### config.mk
export PLATFORM = sky130hd
export DESIGN_NAME = sprite_address_pipe
export DESIGN_NICKNAME = d
export VERILOG_FILES = /design/src/rtl/sprite_address_pipe.sv
export SDC_FILE = /design/constraint.sdc
export NUM_CORES = 1
export LEC_CHECK = 0
export CAP_MARGIN = 20
export CORE_ASPECT_RATIO = 1.2
export CORE_MARGIN = 4
export CORE_UTILIZATION = 23
export DETAILED_ROUTE_END_ITERATION = 8
export DONT_BUFFER_PORTS = 1
export PLACE_DENSITY = 0.39
export SLEW_MARGIN = 10
export SYNTH_ARGS = -nofsm -noshare
export SYNTH_HDL_FRONTEND = slang
export SYNTH_SLANG_ARGS = --single-unit
export TNS_END_PERCENT = 30
### constraint.sdc
create_clock -name clk -period 40.3 [get_ports clk]
set_clock_uncertainty 0.1 [all_clocks]
set_input_delay 8.06 -clock clk [delete_from_list [all_inputs] [get_ports clk]]
set_output_delay 8.06 -clock clk [all_outputs]
set_load 0.02 [all_outputs]
### src/rtl/sprite_address_pipe.sv
// sprite_address_pipe: double-buffered multi-slot sprite hit test and ROM address generator, 3-cycle latency
module sprite_address_pipe #(
   parameter int SIZE_X       = 10,
   parameter int SIZE_Y       = 10,
   parameter int SIZE_ADDRESS = 14,
   parameter int SPRITE_W     = 20,
   parameter int SPRITE_H     = 20,
   parameter int NUM_SLOTS    = 4,
   parameter int SLOT_W       = 2
) (
   input  logic                    clk,
   input  logic                    reset,
   input  logic                    wr_en,
   input  logic [SLOT_W-1:0]       wr_slot,
   input  logic [31:0]             wr_data,
   input  logic                    frame_start,
   input  logic                    pixel_valid,
   input  logic [SIZE_X-1:0]       pixel_x,
   input  logic [SIZE_Y-1:0]       pixel_y,
   output logic                    out_valid,
   output logic [SIZE_ADDRESS-1:0] memory_address,
   output logic                    is_sprite,
   output logic [SLOT_W-1:0]       hit_slot,
   output logic                    collision
);
   localparam int AW = SIZE_ADDRESS;

   typedef struct packed {
      logic       en;
      logic [9:0] x;
      logic [9:0] y;
      logic [8:0] off;
   } desc_t;

   desc_t shadow [NUM_SLOTS];
   desc_t active [NUM_SLOTS];
   desc_t shadow_nx [NUM_SLOTS];

   logic unused_desc_bits;
   assign unused_desc_bits = ^wr_data[30:29];

   // shadow table with this cycle's write applied, so a commit in the same cycle sees it
   always_comb begin
      for (int s = 0; s < NUM_SLOTS; s++)
         shadow_nx[s] = (wr_en && wr_slot == SLOT_W'(s)) ? desc_t'({wr_data[31], wr_data[28:0]}) : shadow[s];
   end

   // descriptor tables: shadow takes writes, active is loaded on frame start
   always_ff @(posedge clk or posedge reset) begin
      if (reset) begin
         for (int s = 0; s < NUM_SLOTS; s++) begin
            shadow[s] <= '0;
            active[s] <= '0;
         end
      end else begin
         for (int s = 0; s < NUM_SLOTS; s++) begin
            shadow[s] <= shadow_nx[s];
            if (frame_start) active[s] <= shadow_nx[s];
         end
      end
   end

   logic [AW-1:0]        px_e, py_e;
   logic [NUM_SLOTS-1:0] hit_c;
   logic [AW-1:0]        col_c [NUM_SLOTS];
   logic [AW-1:0]        row_c [NUM_SLOTS];

   assign px_e = AW'(pixel_x);
   assign py_e = AW'(pixel_y);

   // per-slot bounds test; limits are formed at address width so edge sprites do not wrap
   for (genvar g = 0; g < NUM_SLOTS; g++) begin : g_slot
      assign hit_c[g] = active[g].en
         && px_e >= AW'(active[g].x) && px_e < AW'(active[g].x) + AW'(SPRITE_W)
         && py_e >= AW'(active[g].y) && py_e < AW'(active[g].y) + AW'(SPRITE_H);
      assign col_c[g] = px_e - AW'(active[g].x);
      assign row_c[g] = py_e - AW'(active[g].y);
   end

   logic                 s1_valid;
   logic [NUM_SLOTS-1:0] s1_hit;
   logic [AW-1:0]        s1_col [NUM_SLOTS];
   logic [AW-1:0]        s1_row [NUM_SLOTS];
   logic [8:0]           s1_off [NUM_SLOTS];

   // stage 1: capture hit vector, offsets and slot-relative coordinates
   always_ff @(posedge clk or posedge reset) begin
      if (reset) begin
         s1_valid <= 1'b0;
         s1_hit   <= '0;
         for (int s = 0; s < NUM_SLOTS; s++) begin
            s1_col[s] <= '0;
            s1_row[s] <= '0;
            s1_off[s] <= '0;
         end
      end else begin
         s1_valid <= pixel_valid;
         s1_hit   <= hit_c;
         for (int s = 0; s < NUM_SLOTS; s++) begin
            s1_col[s] <= col_c[s];
            s1_row[s] <= row_c[s];
            s1_off[s] <= active[s].off;
         end
      end
   end

   logic              sel_any, sel_coll;
   logic [SLOT_W-1:0] sel_slot;
   logic [AW-1:0]     sel_col, sel_row;
   logic [8:0]        sel_off;

   // lowest-index hit wins; scanning downward lets the lowest index overwrite last
   always_comb begin
      sel_any  = 1'b0;
      sel_slot = '0;
      sel_col  = '0;
      sel_row  = '0;
      sel_off  = '0;
      for (int s = NUM_SLOTS - 1; s >= 0; s--) begin
         if (s1_hit[s]) begin
            sel_any  = 1'b1;
            sel_slot = SLOT_W'(s);
            sel_col  = s1_col[s];
            sel_row  = s1_row[s];
            sel_off  = s1_off[s];
         end
      end
   end

   assign sel_coll = $countones(s1_hit) >= 2;

   logic              s2_valid, s2_any, s2_coll;
   logic [SLOT_W-1:0] s2_slot;
   logic [AW-1:0]     s2_col, s2_row;
   logic [8:0]        s2_off;

   // stage 2: register the winner
   always_ff @(posedge clk or posedge reset) begin
      if (reset) begin
         s2_valid <= 1'b0;
         s2_any   <= 1'b0;
         s2_coll  <= 1'b0;
         s2_slot  <= '0;
         s2_col   <= '0;
         s2_row   <= '0;
         s2_off   <= '0;
      end else begin
         s2_valid <= s1_valid;
         s2_any   <= sel_any;
         s2_coll  <= sel_coll;
         s2_slot  <= sel_slot;
         s2_col   <= sel_col;
         s2_row   <= sel_row;
         s2_off   <= sel_off;
      end
   end

   logic [AW-1:0] addr_c;
   logic          hit_out;

   assign addr_c  = AW'(s2_off) * AW'(SPRITE_W * SPRITE_H) + s2_row * AW'(SPRITE_W) + s2_col;
   assign hit_out = s2_valid && s2_any;

   // stage 3: outputs, with defaults on bubbles and misses
   always_ff @(posedge clk or posedge reset) begin
      if (reset) begin
         out_valid      <= 1'b0;
         memory_address <= '1;
         is_sprite      <= 1'b0;
         hit_slot       <= '0;
         collision      <= 1'b0;
      end else begin
         out_valid      <= s2_valid;
         memory_address <= hit_out ? addr_c : '1;
         is_sprite      <= hit_out;
         hit_slot       <= hit_out ? s2_slot : '0;
         collision      <= s2_valid && s2_coll;
      end
   end
endmodule

## Word-level counts from Yosys, hierarchy flattened

Index checks and enable logic that the tools add are counted.

| storage, ports and cells | value |
|---|---|
| bits in registers | 430 |
| bits in latches | 0 |
| memory bits (writable) | 0 |
| bits in read-only memories | 0 |
| input port bits | 59 |
| output and inout port bits | 19 |
| word-level logic and storage cells | 150 |
| memories kept | 0 |

| operators by class | value |
|---|---|
| add/sub/neg operators | 21 |
| multiply operators | 2 |
| divide/modulo/power cells | 0 |
| $lt $le $gt $ge | 17 |
| equality and inequality tests | 3 |
| shifts and indexed selects | 0 |
| muxes and demuxes | 26 |
| bitwise gates (word level) | 0 |
| reduce and logical (&&, ||, !) cells | 23 |

Operators by type and width:

| operator | number |
|---|---|
| 14-bit 2-to-1 mux | 9 |
| 30-bit 2-to-1 mux | 4 |
| 10-bit by 5-bit adder with 11-bit output, second input constant | 8 |
| 10-bit by 11-bit less-than comparator with 1-bit output | 8 |
| 10-bit by 10-bit subtractor with 11-bit output | 8 |
| 10-bit >= comparator | 8 |
| 9-bit 2-to-1 mux | 4 |
| 14-bit adder | 2 |
| 1-bit logical AND | 22 |
| 14-bit by 3-bit multiplier with 12-bit output, second input constant | 1 |
| 9-bit by 5-bit multiplier with 10-bit output, second input constant | 1 |
| 2-bit 2-to-1 mux | 5 |
| 1-bit by 1-bit adder with 2-bit output | 2 |
| 2-bit == test, second input constant | 2 |
| 1-bit 2-to-1 mux | 4 |
| 2-bit by 2-bit adder with 3-bit output | 1 |
| 3-bit by 2-bit >= comparator with 1-bit output, second input constant | 1 |
| 2-bit by 1-bit == test with 1-bit output, second input constant | 1 |
| 2-bit zero test | 1 |

## Logic depth before layout (Yosys ltp)

| depth | value |
|---|---|
| depth after elaboration | 5 |
| depth in mapped cells | 17 |
| depth with buffers taken out | 17 |

## Worst setup path after synthesis

No wires, ideal clock.

| timing | value |
|---|---|
| path type | in2reg |
| start | input port pixel_y[0] |
| end | register s1_row[8] in the netlist's numbering |
| setup time | 0.125 ns |
| data arrival time | 9.576 ns |
| data required time | 40.075 ns |
| path slack | 30.499 ns |
| stages | 10 |
| path buffers | 0 |
| path through | inv_1 > ha_1 > fa_1 > nor2b_1 > o21ai_1 > nand2b_1 > a21o_1 > a21o_1 > a221o_1 > xor2_1 |

RTL lines:

| what | line | RTL |
|---|---|---|
| start, declared | 19 | `input logic [SIZE_Y-1:0] pixel_y,` |
| end signal, assigned by index | 101 | `s1_row[s] <= row_c[s];` |
| end, declared | 83 | `logic [AW-1:0] s1_row [NUM_SLOTS];` |

## Final worst setup path

| timing | value |
|---|---|
| start | input port pixel_x[0] |
| end | register s1_hit[0] |

| between the ends | value |
|---|---|
| cells in the longest elaborated chain, start to end | 5 |
| elaborated cells on any way between the ends | 6 |
| classes of those cells | order compare (2); reduce/logical (4) |

RTL lines:

| what | line | RTL |
|---|---|---|
| start, declared | 18 | `input logic [SIZE_X-1:0] pixel_x,` |
| 10-bit >= comparator | 74 | `&& px_e >= AW'(active[g].x) && px_e < AW'(active[g].x) + AW'(SPRITE_W)` |
| 1-bit logical AND | 74 |  |
| 1-bit logical AND * | 74 |  |
| 1-bit logical AND * (2 in a row) | 75 | `&& py_e >= AW'(active[g].y) && py_e < AW'(active[g].y) + AW'(SPRITE_H);` |
| via hit_c[0] | 64 | `logic [NUM_SLOTS-1:0] hit_c;` |
| end signal, assigned | 98 | `s1_hit <= hit_c;` |
| end, declared | 81 | `logic [NUM_SLOTS-1:0] s1_hit;` |

The timed path passes the listed nets; every way through them passes the cells marked *.
A chain may end at the register's enable or synchronous reset.

==> impl_metrics.ini <==
[routing]
wl_per_cell_um = 18.5
ant_nets = 0
avgViaCountPerCell = 4.30
vias = 13800
wirelength_mm = 59.2
drt_iter0_drc = 572
drc = 0
firstDrtPassIters = 5

[power_and_ir_drop]
peakVddDrop_v = 0.0000290
fin_total_pwr_mw = 1.45
p_leak_nw = 11.0
power_per_cell_area_nw_per_um2 = 58.4

[floorplan]
die_area_sq_um = 99100
die_w_um = 288
fp.dieH_um = 344
io_pins = 78
start_util = 0.231
row_count = 123
core-area_sq_um = 93600

[run]
maxCapViolCount = 0

[setup_path]
crit_type = in2reg
cp_max_fo = 4
endpoint_kind = flip-flop
rr_startpoint = s2_off[2]$_DFF_PP0_
arrival_ps = 10230
crit_start = pixel_x[0]
cp.required_ps = 40670
critPathLaunchType = input port

[cells_and_area]
fin_area_sq_um = 24800
area_growth_pct = 14.4
instances_no_fill = 3204
fillCellCount = 9892
drive_gt1_frac = 0.0810
nNetsFinal = 2197

[cts]
postCtsSetupRepairBufs = 0
clock_latency_ps = 610
clk_path_buf_depth = 3
cts_hold_buf = 0
cts_root_buf = clkbuf_16
cts_tree = done
cts_buffers = 49
cts_resized = 0
clkSinkCount = 424
clk_pin_slew_worst_paths_ps = 60
htree_levels = 2

[timing]
slew_headroom = 0.343
setup_viol = 0
period_minus_slack_ps = 9860
timing.fmax_mhz = 101
fin_setup_tns_ps = 0
hold_viol = 0
grt_setup_unrepaired = false
finalCritPeriodShare = 0.245
tightest_slew_ps = 985
whs_ps = 248
finalMaxSlewViolations = 0

[synth]
avgSynthCellArea_sq_um = 11.4
synthArstFlopShare = 1.00
synth_compound_area_frac = 0.124
synth_cell_types = 60
yosys.area_share.simple = 0.0693
syn-num-nets = 2187
synth_edf_count = 0
ys_ff_latch = 424
yosysSeqAreaShare = 0.491
synth_warnings = 0
synth_fa_ha_area_frac = 0.137
syn-instance-count = 1906
synth_top_family_by_area = adder cells
syn-cell-area_sq_um = 21600
synth-main-ff-cell = dfrtp_1
muxShareOfSynthArea = 0.0879
synth_xor_area_frac = 0.0532

[outcome]
status = finished clean

[placement]
place_inst = 3115
dp_hpwl_mm = 43.0
dpl_cell_area_sq_um = 23100
globalplace.congestion = 0.806
io_buffers = 0

[global_route]
grt_pass1_vias = 14700
grt_max_degree = 193
overflow = 0
grt_usage = 0.120
grt_first_pass_wirelength_mm = 90.8
antenna_found_initial = 2

[worst_hold_path]
holdCritStartpoint = s1_valid$_DFF_PP0_
worstHoldPathType = reg2reg
==> where the power goes <==
part	internal (mW)	switching, mW
Clock	0.265	0.186
Combinational	0.177	0.232
Sequential	0.532	0.0541
Total	0.975	0.472
==> logic make-up after synthesis <==
| logic type | Yosys count |
|---|---|
| buffers and inverters | 216 |
| and+or+nand+nor | 319 |
| xor gates and xnor gates | 130 |
| DFF | 424 |
| muxes | 169 |
| AOI/OAI and AO/OA | 426 |
| adders and majority gates | 222 |
==> stage by stage <==
step,util,worst slack (ps)
finish,0.265,30440
global route,0.265,30210
CTS,0.265,30390
detailed placement,0.247,29730
global placement,0.247,29720
floorplan,-,20360
==> layout by cell type, fill, tap and decap left out, drive strengths merged, types with 49 or more instances in the layout <==
master  synthesis  final
dfrtp         410    410
ha            198    198
o21ai         193    193
mux2          168    168
inv           161    164
nand2         142    142
xnor2          88     88
a21oi          66     66
clkbuf         50     63
nor2           49     49
==> worst paths after layout <==
path	to	slack (ps)	depth (start not counted)
worst max-delay path	s1_hit[0]$_DFF_PP0_	30440	9
min in group asynchronous	s1_valid$_DFF_PP0_	7240	1
worst min-delay path	s2_valid$_DFF_PP0_	250	0
max in group asynchronous	shadow[11]$_DFF_PP0_	30660	3
worst min register to register	s2_valid$_DFF_PP0_	250	0
worst max register to register	memory_address[13]$_DFF_PP1_	36060	15
==> layer usage <==
layer	track usage	vias to the layer above	wire [um]
met3	0.0229	84	2140
met5	0	-	0
met1	0.147	6813	25700
met4	0.0403	0	1910
met2	0.213	174	29500
li1	-	6691	-
==> registers in the layout, indices dropped and copies added, names as in the netlist, 2 cells and up <==
name,cells
active,120
memory_address,14
s2_row,11
s2_off,9
s1_row,44
shadow,120
s1_col,44
hit_slot,2
s1_hit,4
s2_col,11
s1_off,36
s2_slot,2
==> Yosys cell counts, types with 23 or more instances <==
library cell | number | share of area
dfrtp_1 | 410 | 0.47
ha_1 | 198 | 0.11
inv_1 | 161 | 0.028
nand2_1 | 142 | 0.025
mux2_1 | 120 | 0.062
o21ai_1 | 110 | 0.025
xnor2_1 | 88 | 0.036
o21ai_0 | 83 | 0.019
a21oi_1 | 65 | 0.015
clkbuf_1 | 50 | 0.0087
nor2_1 | 49 | 0.0085
mux2_2 | 48 | 0.025
xor2_1 | 41 | 0.017
a21o_1 | 37 | 0.013
a221o_1 | 34 | 0.016
nand2b_1 | 32 | 0.0092
fa_1 | 24 | 0.022
o21a_1 | 23 | 0.0080
==> cell type report <==
| class | count | area (sq um) | area share |
|---|---|---|---|
| Sequential cell | 424 | 10600 | 0.429 |
| Multi-Input combinational cell | 1266 | 10200 | 0.412 |
| Tap cell | 1250 | 1560 | 0.0631 |
| Clock buffer | 63 | 1320 | 0.0532 |
| Inverter | 161 | 612 | 0.0247 |
| Clock inverter | 22 | 318 | 0.0128 |
| Timing Repair Buffer | 14 | 105 | 0.00424 |
| Antenna cell | 4 | 10.0 | 0.000404 |
==> critical path, stage by stage <==
cell and delay, ps:
inv_1 190, ha_1 240, nand2b_1 130, a21boi_1 90, o21ai_1 230, a211oi_1 120, a211o_1 310, a211oi_1 700
nor4_1 150
Note: power is estimated with default switching activity, not from simulation.
